## config.mk

```make
export PLATFORM = sky130hd
export DESIGN_NAME = regfile_wb_arbiter
export DESIGN_NICKNAME = d
export VERILOG_FILES = /design/src/rtl/regfile_wb_arbiter.sv
export SDC_FILE = /design/constraint.sdc
export NUM_CORES = 1
export LEC_CHECK = 0
export ABC_CLOCK_PERIOD_IN_PS = 6100
export BUFFER_PORTS_ARGS = -buffer_cell sky130_fd_sc_hd__buf_2
export CORE_ASPECT_RATIO = 1.25
export CORE_MARGIN = 1
export CORE_UTILIZATION = 40
export CTS_BUF_LIST = sky130_fd_sc_hd__clkbuf_8
export CTS_CLUSTER_DIAMETER = 120
export DETAILED_ROUTE_END_ITERATION = 8
export PLACE_DENSITY = 0.75
export SKIP_CTS_REPAIR_TIMING = 1
export SYNTH_ARGS = -nofsm -noshare
export SYNTH_HDL_FRONTEND = slang
export SYNTH_SLANG_ARGS = --single-unit
export TNS_END_PERCENT = 1
```

## constraint.sdc

```tcl
create_clock -name CLK -period 6.1 [get_ports CLK]
set_input_delay 0.915 -clock CLK [delete_from_list [all_inputs] [get_ports CLK]]
set_output_delay 0.915 -clock CLK [all_outputs]
set_load 0.01 [all_outputs]
```

## src/rtl/regfile_wb_arbiter.sv

```systemverilog
// Writeback arbiter for the register-file write port.
// Round-robin grants among N writeback requesters. The winner is registered into
// a one-cycle write command. A 32-entry busy scoreboard lets issue logic detect
// RAW and WAW hazards against writebacks that are still pending.
module regfile_wb_arbiter #(
  parameter int N    = 3,
  parameter int XLEN = 32
) (
  input  logic              CLK,
  input  logic              RST_X,
  input  logic [N-1:0]      req_valid,
  input  logic [5*N-1:0]    req_rd,
  input  logic [XLEN*N-1:0] req_wd,
  output logic [N-1:0]      req_ready,
  output logic              rf_we,
  output logic [4:0]        rf_rd,
  output logic [XLEN-1:0]   rf_wd,
  input  logic              sb_set,
  input  logic [4:0]        sb_set_rd,
  output logic              sb_set_ok,
  input  logic [4:0]        rs1,
  input  logic [4:0]        rs2,
  output logic              busy_rs1,
  output logic              busy_rs2,
  output logic [5:0]        pending_cnt
);

  localparam int PW  = $clog2(N);
  localparam int PW1 = PW + 1;

  logic [PW-1:0]   ptr_q, ptr_d;
  logic            rf_we_q, rf_we_d;
  logic [4:0]      rf_rd_q, rf_rd_d;
  logic [XLEN-1:0] rf_wd_q, rf_wd_d;
  logic [31:0]     busy_q, busy_d;
  logic [5:0]      cnt_q, cnt_d;

  logic            found;
  logic [PW-1:0]   grantIdx;
  logic [PW:0]     idx;
  logic [4:0]      grantRd;
  logic [XLEN-1:0] grantWd;
  logic            setHit, clrHit;

  // Round-robin search starting at the pointer; the grant is suppressed while reset is held
  always_comb begin
    found    = 1'b0;
    grantIdx = '0;
    idx      = '0;
    for (int k = 0; k < N; k++) begin
      idx = {1'b0, ptr_q} + PW1'(k);
      if (idx >= PW1'(N)) idx = idx - PW1'(N);
      if (!found && req_valid[idx[PW-1:0]]) begin
        found    = 1'b1;
        grantIdx = idx[PW-1:0];
      end
    end
    if (RST_X) found = 1'b0;
    req_ready = found ? (N'(1) << grantIdx) : '0;
  end

  // Select the winning requester's destination and data slices
  always_comb begin
    grantRd = '0;
    grantWd = '0;
    for (int i = 0; i < N; i++) begin
      if (PW'(i) == grantIdx) begin
        grantRd = req_rd[i*5 +: 5];
        grantWd = req_wd[i*XLEN +: XLEN];
      end
    end
  end

  // Next-state for the pointer and write command; a write to x0 completes the handshake but never writes
  always_comb begin
    ptr_d   = ptr_q;
    rf_we_d = 1'b0;
    rf_rd_d = rf_rd_q;
    rf_wd_d = rf_wd_q;
    if (found) begin
      ptr_d   = (grantIdx == PW'(N - 1)) ? '0 : grantIdx + PW'(1);
      rf_we_d = (grantRd != 5'd0);
      rf_rd_d = grantRd;
      rf_wd_d = grantWd;
    end
  end

  assign sb_set_ok = !busy_q[sb_set_rd] || (sb_set_rd == 5'd0);
  assign busy_rs1  = (rs1 != 5'd0) && busy_q[rs1];
  assign busy_rs2  = (rs2 != 5'd0) && busy_q[rs2];

  // Scoreboard update: a set of the same register that is being retired keeps the bit busy
  always_comb begin
    setHit = sb_set && sb_set_ok && (sb_set_rd != 5'd0);
    clrHit = rf_we_q && busy_q[rf_rd_q] && !(sb_set && (sb_set_rd == rf_rd_q));
    busy_d = busy_q;
    if (clrHit) busy_d[rf_rd_q] = 1'b0;
    if (setHit) busy_d[sb_set_rd] = 1'b1;
    cnt_d = cnt_q;
    case ({setHit, clrHit})
      2'b10:   cnt_d = cnt_q + 6'd1;
      2'b01:   cnt_d = cnt_q - 6'd1;
      default: cnt_d = cnt_q;
    endcase
  end

  // State registers with asynchronous active-high reset
  always_ff @(posedge CLK or posedge RST_X) begin
    if (RST_X) begin
      ptr_q   <= '0;
      rf_we_q <= 1'b0;
      rf_rd_q <= '0;
      rf_wd_q <= '0;
      busy_q  <= '0;
      cnt_q   <= '0;
    end else begin
      ptr_q   <= ptr_d;
      rf_we_q <= rf_we_d;
      rf_rd_q <= rf_rd_d;
      rf_wd_q <= rf_wd_d;
      busy_q  <= busy_d;
      cnt_q   <= cnt_d;
    end
  end

  assign rf_we       = rf_we_q;
  assign rf_rd       = rf_rd_q;
  assign rf_wd       = rf_wd_q;
  assign pending_cnt = cnt_q;

endmodule

```

## Yosys cells after proc, flatten, opt, wreduce, memory -nomap -nowiden

Index checks and enable logic that the tools add are counted.
Widths: inputs -> output; s select.

| operators by class | value |
|---|---|
| bitwise logic cells | 3 |
| divide/modulo/power cells | 0 |
| reduce and logical (&&, ||, !) cells | 23 |
| equal/unequal tests | 6 |
| multipliers | 0 |
| $add $sub $neg | 8 |
| shift-type cells | 1 |
| order comparisons | 12 |
| mux-type cells | 40 |

Operators with widths:

| kind | number |
|---|---|
| $mux 32 | 5 |
| $and 32x32->32 | 1 |
| $not 32->32 | 1 |
| $or 32x32->32 | 1 |
| $lt 5x6->1 const B | 4 |
| $bmux 1 s5 | 4 |
| $reduce_bool 5->1 | 4 |
| $mux 5 | 3 |
| $mux 1 | 14 |
| $mux 2 | 7 |
| $pmux 6 s2 | 1 |
| $logic_and 1x1->1 | 11 |
| $demux 1 s5 | 2 |
| $ge 5x1->1 const B | 2 |
| $lt 2x3->1 const B | 3 |
| $add 6x1->6 const B | 1 |
| $bmux 1 s2 | 3 |
| $ge 3x2->1 const B | 2 |
| $sub 2x2->2 const B | 3 |
| $sub 6x1->6 const B | 1 |
| $eq 5x5->1 | 1 |
| $logic_not 5->1 | 1 |
| $eq 2x2->1 const B | 2 |
| $logic_not 1->1 | 4 |
| 12 further kinds | 12 |

| storage, ports and cells | value |
|---|---|
| ROM bits | 0 |
| memories | 0 |
| bits of input ports | 132 |
| bits in writable memories | 0 |
| bits in registers | 78 |
| bits in latches | 0 |

## Longest topological paths before layout

| depth | value |
|---|---|
| depth in word-level cells | 17 |
| gate-level depth with buffers | 17 |
| depth with buffers taken out | 13 |

## Least setup slack after synthesis

Ideal clock, no wire load.

| path | value |
|---|---|
| kind | input port to flip-flop |
| start point | input sb_set_rd[0] |
| end point | register cnt_q[5] (netlist: pending_cnt[5]) |
| arrival time | 3580 ps |
| setup slack | 2441 ps |
| buffers on the path | 4 |
| data required time | 6021 ps |
| stages | 15 |
| cell sequence | buf_6 > mux4_2 > mux2i_1 > a22oi_1 > and3_1 > buf_6 > buf_6 > nand3b_1 > ha_1 > buf_2 > or3b_2 > nor4b_1 > a211oi_1 > a211oi_1 > xor2_1 |

| between the ends | value |
|---|---|
| longest elaborated chain between the ends | 8 |
| elaborated cells between the ends (all ways) | 16 |

RTL lines:

| what | line | text |
|---|---|---|
| start: declaration | 19 | `input logic [4:0] sb_set_rd,` |
| $bmux 1 s5 | 88 | `assign sb_set_ok = !busy_q[sb_set_rd] \|\| (sb_set_rd == 5'd0);` |
| $mux 1 (not written as such) | 88 |  |
| $logic_not 1->1 | 88 |  |
| $logic_or 1x1->1 | 88 |  |
| $logic_and 1x1->1 (2 in a row) | 94 | `setHit = sb_set && sb_set_ok && (sb_set_rd != 5'd0);` |
| $eq 2x1->1 or $eq 2x2->1 (tied branches) | 100 | `case ({setHit, clrHit})` |
| $pmux 6 s2 or $reduce_bool 2->1 (tied branches) | - |  |
| end signal: assignment | 122 | `cnt_q <= cnt_d;` |
| end: declaration | 36 | `logic [5:0] cnt_q, cnt_d;` |

Several ways; a longest one is shown, not always the timed one. The select of a mux whose other input is x is not followed.
A chain may end at the register's enable or synchronous reset.

## Final worst setup path

| path | value |
|---|---|
| start point | register ptr_q[0] |
| end point | output req_ready[0] |

| between the ends | value |
|---|---|
| longest elaborated chain between the ends | 13 |
| elaborated cells between the ends (all ways) | 30 |

RTL lines:

| what | line | text |
|---|---|---|
| start: declaration | 31 | `logic [PW-1:0] ptr_q, ptr_d;` |
| start signal: assignment | 117 | `ptr_q <= ptr_d;` |
| parallel branches: the longest is 12 deep, another holds $add 2x1->3 | - |  |
| $mux 3 * | 59 | `req_ready = found ? (N'(1) << grantIdx) : '0;` |
| end: declaration | 14 | `output logic [N-1:0] req_ready,` |

Every way passes the cells marked *. The select of a mux whose other input is x is not followed.

==> impl_results.md <==
- CP Data Required Time: roughly 5.2 ns
- Post-DP HPWL: approximately 14000 um
- CP max stage cell: nand2_1
- Unrepaired setup endpoints after global routing: no
- Largest delay share family, worst path: simple AND/OR/NAND/NOR gates
- Total core area: approximately 13000 um2
- CP max stage delay: between 0.9 and 1 ns
- Global route overflow: 0
- Layout cells sized above 1: a little over a third
- First-pass GRT wire length: 28500 um
- CTS Buf Count: 9
- # clock sinks: just under 80
- Netlist Area Pre-Place: 5550 um2
- Critical Path Fanout Max: 38
- Initial core utilization: 41.4%
- Ys async rst share: 100%
- CP Launch Type: flop
- Via count: between 5000 and 6000
- Seq cells post-synth: 78
- Remaining antenna violation count: 0
- # setup viols final: 0
- Min-delay worst type: reg -> reg
- Setup TNS: 0 ns
- Num rows: 47
- Setup slack at placement: ~1.4 ns
- Synthesis Warnings: 0
- Final WS setup: ~1.4 ns
- P&R area growth vs syn: 19.4%
- Remaining DRCs: 0
- Die Width: around 110 um
- # H-tree levels: 3
- Largest net degree at the start of global routing: 80
- Outcome: completed
- Final design utilization: approximately half
- Worst-Margin Slew: ~1.1 ns
- Worst Path Arrival: 3.76 ns
- CTS tree: done
- CTS root buf: clkbuf_8
- Die area: 14400 um2
- Crit path cell chain: inv_1 > ha_1 > a21oi_1 > o21a_1 > nand2_1 > nor3b_1 > buf_2
- Maximum vdd drop: roughly 0.21 mV
- F_max: 214 MHz
- Clock Skew: between 0.015 and 0.02 ns
- Crit. End Element: output port
- Port Buffers: 181
- Leakage power: between 3 and 4 nW
- Final Hold Viols: 0
- Main synth FF type: dfrtp_1
- Skew-Pair Late Insertion Delay: 0.36 ns
- GRT Util Overall: a little over a quarter
- Vias per Instance: 6.18
- Bufs on Longest Clock Path: 2
- Final net count: 837
- 1st-pass router iterations: 4
- Die H: approximately 130 um
- Syn Inst Count: 563
- Final wirelength: around 18000 um
- Initial antenna violation count: 0
- Detailed router's first-iteration violation count: roughly 310
- Slew HR: roughly 28%
- Mapped Avg Cell Area: 9.86 um2
- Final worst path period need: between 4 and 5 ns
- Vias in the first global route: 5268
- Clk pin slew, worst setup/hold paths: around 0.090 ns
- Seq/Total Area, Yosys: 35.2%
- Boundary Pins: 182
- CP Buf/Inv Count: 2
- Mapped Nets: 700
- Fin crit share: around three quarters
- Post-synth EDFFs: 0
- Yosys cell types: 52
- Cell Pwr Density: approximately 500 nW/um2
- Gp weighted congestion: just over 1
- Max Transition Viols Final: 0
- Setup CP Type: reg -> out
- Wirelength per Cell: between 20 and 25 um
- Max-cap viol count: 0
placed cells by master (no fill, tap or decap), types with 5 or more instances in the layout:
| cell type | count |
|---|---|
| buf_4 | 6 |
| buf_2 | 181 |
| xor2_1 | 5 |
| xnor2_1 | 7 |
| mux2_2 | 5 |
| ha_1 | 5 |
| nor2_1 | 44 |
| and3_1 | 33 |
| nand3_1 | 11 |
| o41ai_1 | 30 |
| a211oi_1 | 34 |
| o31ai_1 | 61 |
| nand2_1 | 61 |
| dfrtp_1 | 78 |
| nor2b_1 | 6 |
| mux4_2 | 31 |
| inv_1 | 9 |
| clkbuf_8 | 10 |
| o21ai_0 | 13 |
logic make-up after synthesis:
group	count (synthesis)	share of synthesized area, %
adders and majority gates	6	1.31
muxes	43	15.7
DFF	78	35.2
buffers and inverters	70	6.18
xor gates and xnor gates	12	1.89
and+or+nand+nor	179	15.6
AOI/OAI and AO/OA	175	24.1
per-layer routing:
| layer | wire length, um | vias up | GRT usage, % |
|---|---|---|---|
| li1 | - | 2466 | - |
| met5 | 0 | - | 0 |
| met3 | 1950 | 43 | 4.65 |
| met2 | 8890 | 341 | 43.2 |
| met1 | 6940 | 2571 | 33.7 |
| met4 | 552 | 0 | 11.1 |
state kept, by name (all words and copies together) (netlist names):
register	cells
rf_wd	32
rf_we	1
ptr_q	2
busy_q	32
pending_cnt	6
rf_rd	5
path summary, 6_finish.rpt:
path	endpoint	cells past startpoint	from	slack [ns]
max in group asynchronous	rf_wd[5]	3	RST_X	4.49
min in group asynchronous	rf_wd[21]	2	RST_X	0.57
worst max-delay path	req_ready[0]	7	ptr_q[0]	1.43
worst min register to register	rf_wd[12]	2	rf_wd[12]	0.48
worst max register to register	pending_cnt[5]	11	busy_q[3]	2.14
worst min-delay path	rf_wd[12]	2	rf_wd[12]	0.48
layout make-up:
cell class	instances	area, um2
Clock inverter	6	60.1
Sequential cell	78	1950
Tap cell	171	214
Fill cell	1241	6780
Antenna cell	1	2.50
Timing Repair Buffer	187	951
Multi-Input combinational cell	415	3280
Inverter	9	35.0
Clock buffer	10	138
through the flow:
stage / hold slack, ns / cells / power, W / instance area (um2)
finish: 0.476 / 877 / 0.00340 / 6630
global route: 0.510 / 876 / 0.00363 / 6630
CTS: 0.483 / 876 / 0.00340 / 6630
detailed placement: 0.463 / 860 / 0.00300 / 6430
global placement: 0.457 / 860 / 0.00292 / 6430
floorplan: 0.476 / 563 / 0.00242 / 5550
Yosys cell counts (3+ instances only):
cell      count  share of area, %
a21oi_1       4              0.36
a21o_1        3              0.41
nand2b_1      4              0.45
nor2_1       44               3.0
xnor2_1       7               1.1
a31o_2        4              0.63
ha_1          5               1.1
mux4_1        3               1.4
nand3_1      11              0.99
o31ai_1      62               8.4
o21ai_0      14               1.3
mux2_2        5               1.0
dfrtp_1      78                35
or2_2         3              0.34
o32a_1        4              0.72
mux4_2       31                13
inv_1         9              0.61
mux2i_1       4              0.72
buf_6         8               1.6
nand2_1      61               4.1
xor2_1        5              0.79
and3_1       33               3.7
a211o_1       3              0.47
buf_2        13               1.2
buf_1         5              0.34
a211oi_1     34               4.6
nor3b_1       3              0.41
o41ai_1      30               4.7
a32oi_1       4              0.63
clkbuf_1     34               2.3
nor2b_1       6              0.68
tightest hold or removal path, stage by stage (launching register included):
cell and delay, ns:
dfrtp_1 0.34, nand2_1 0.05, o31ai_1 0.05
power by group:
group | internal, W | leakage, nW | switching [W]
registers | 0.000762 | 0.960 | 0.000364
clock network | 0.000199 | 0.104 | 0.000195
logic | 0.000815 | 1.95 | 0.00107
(Power assumes the default switching activity.)
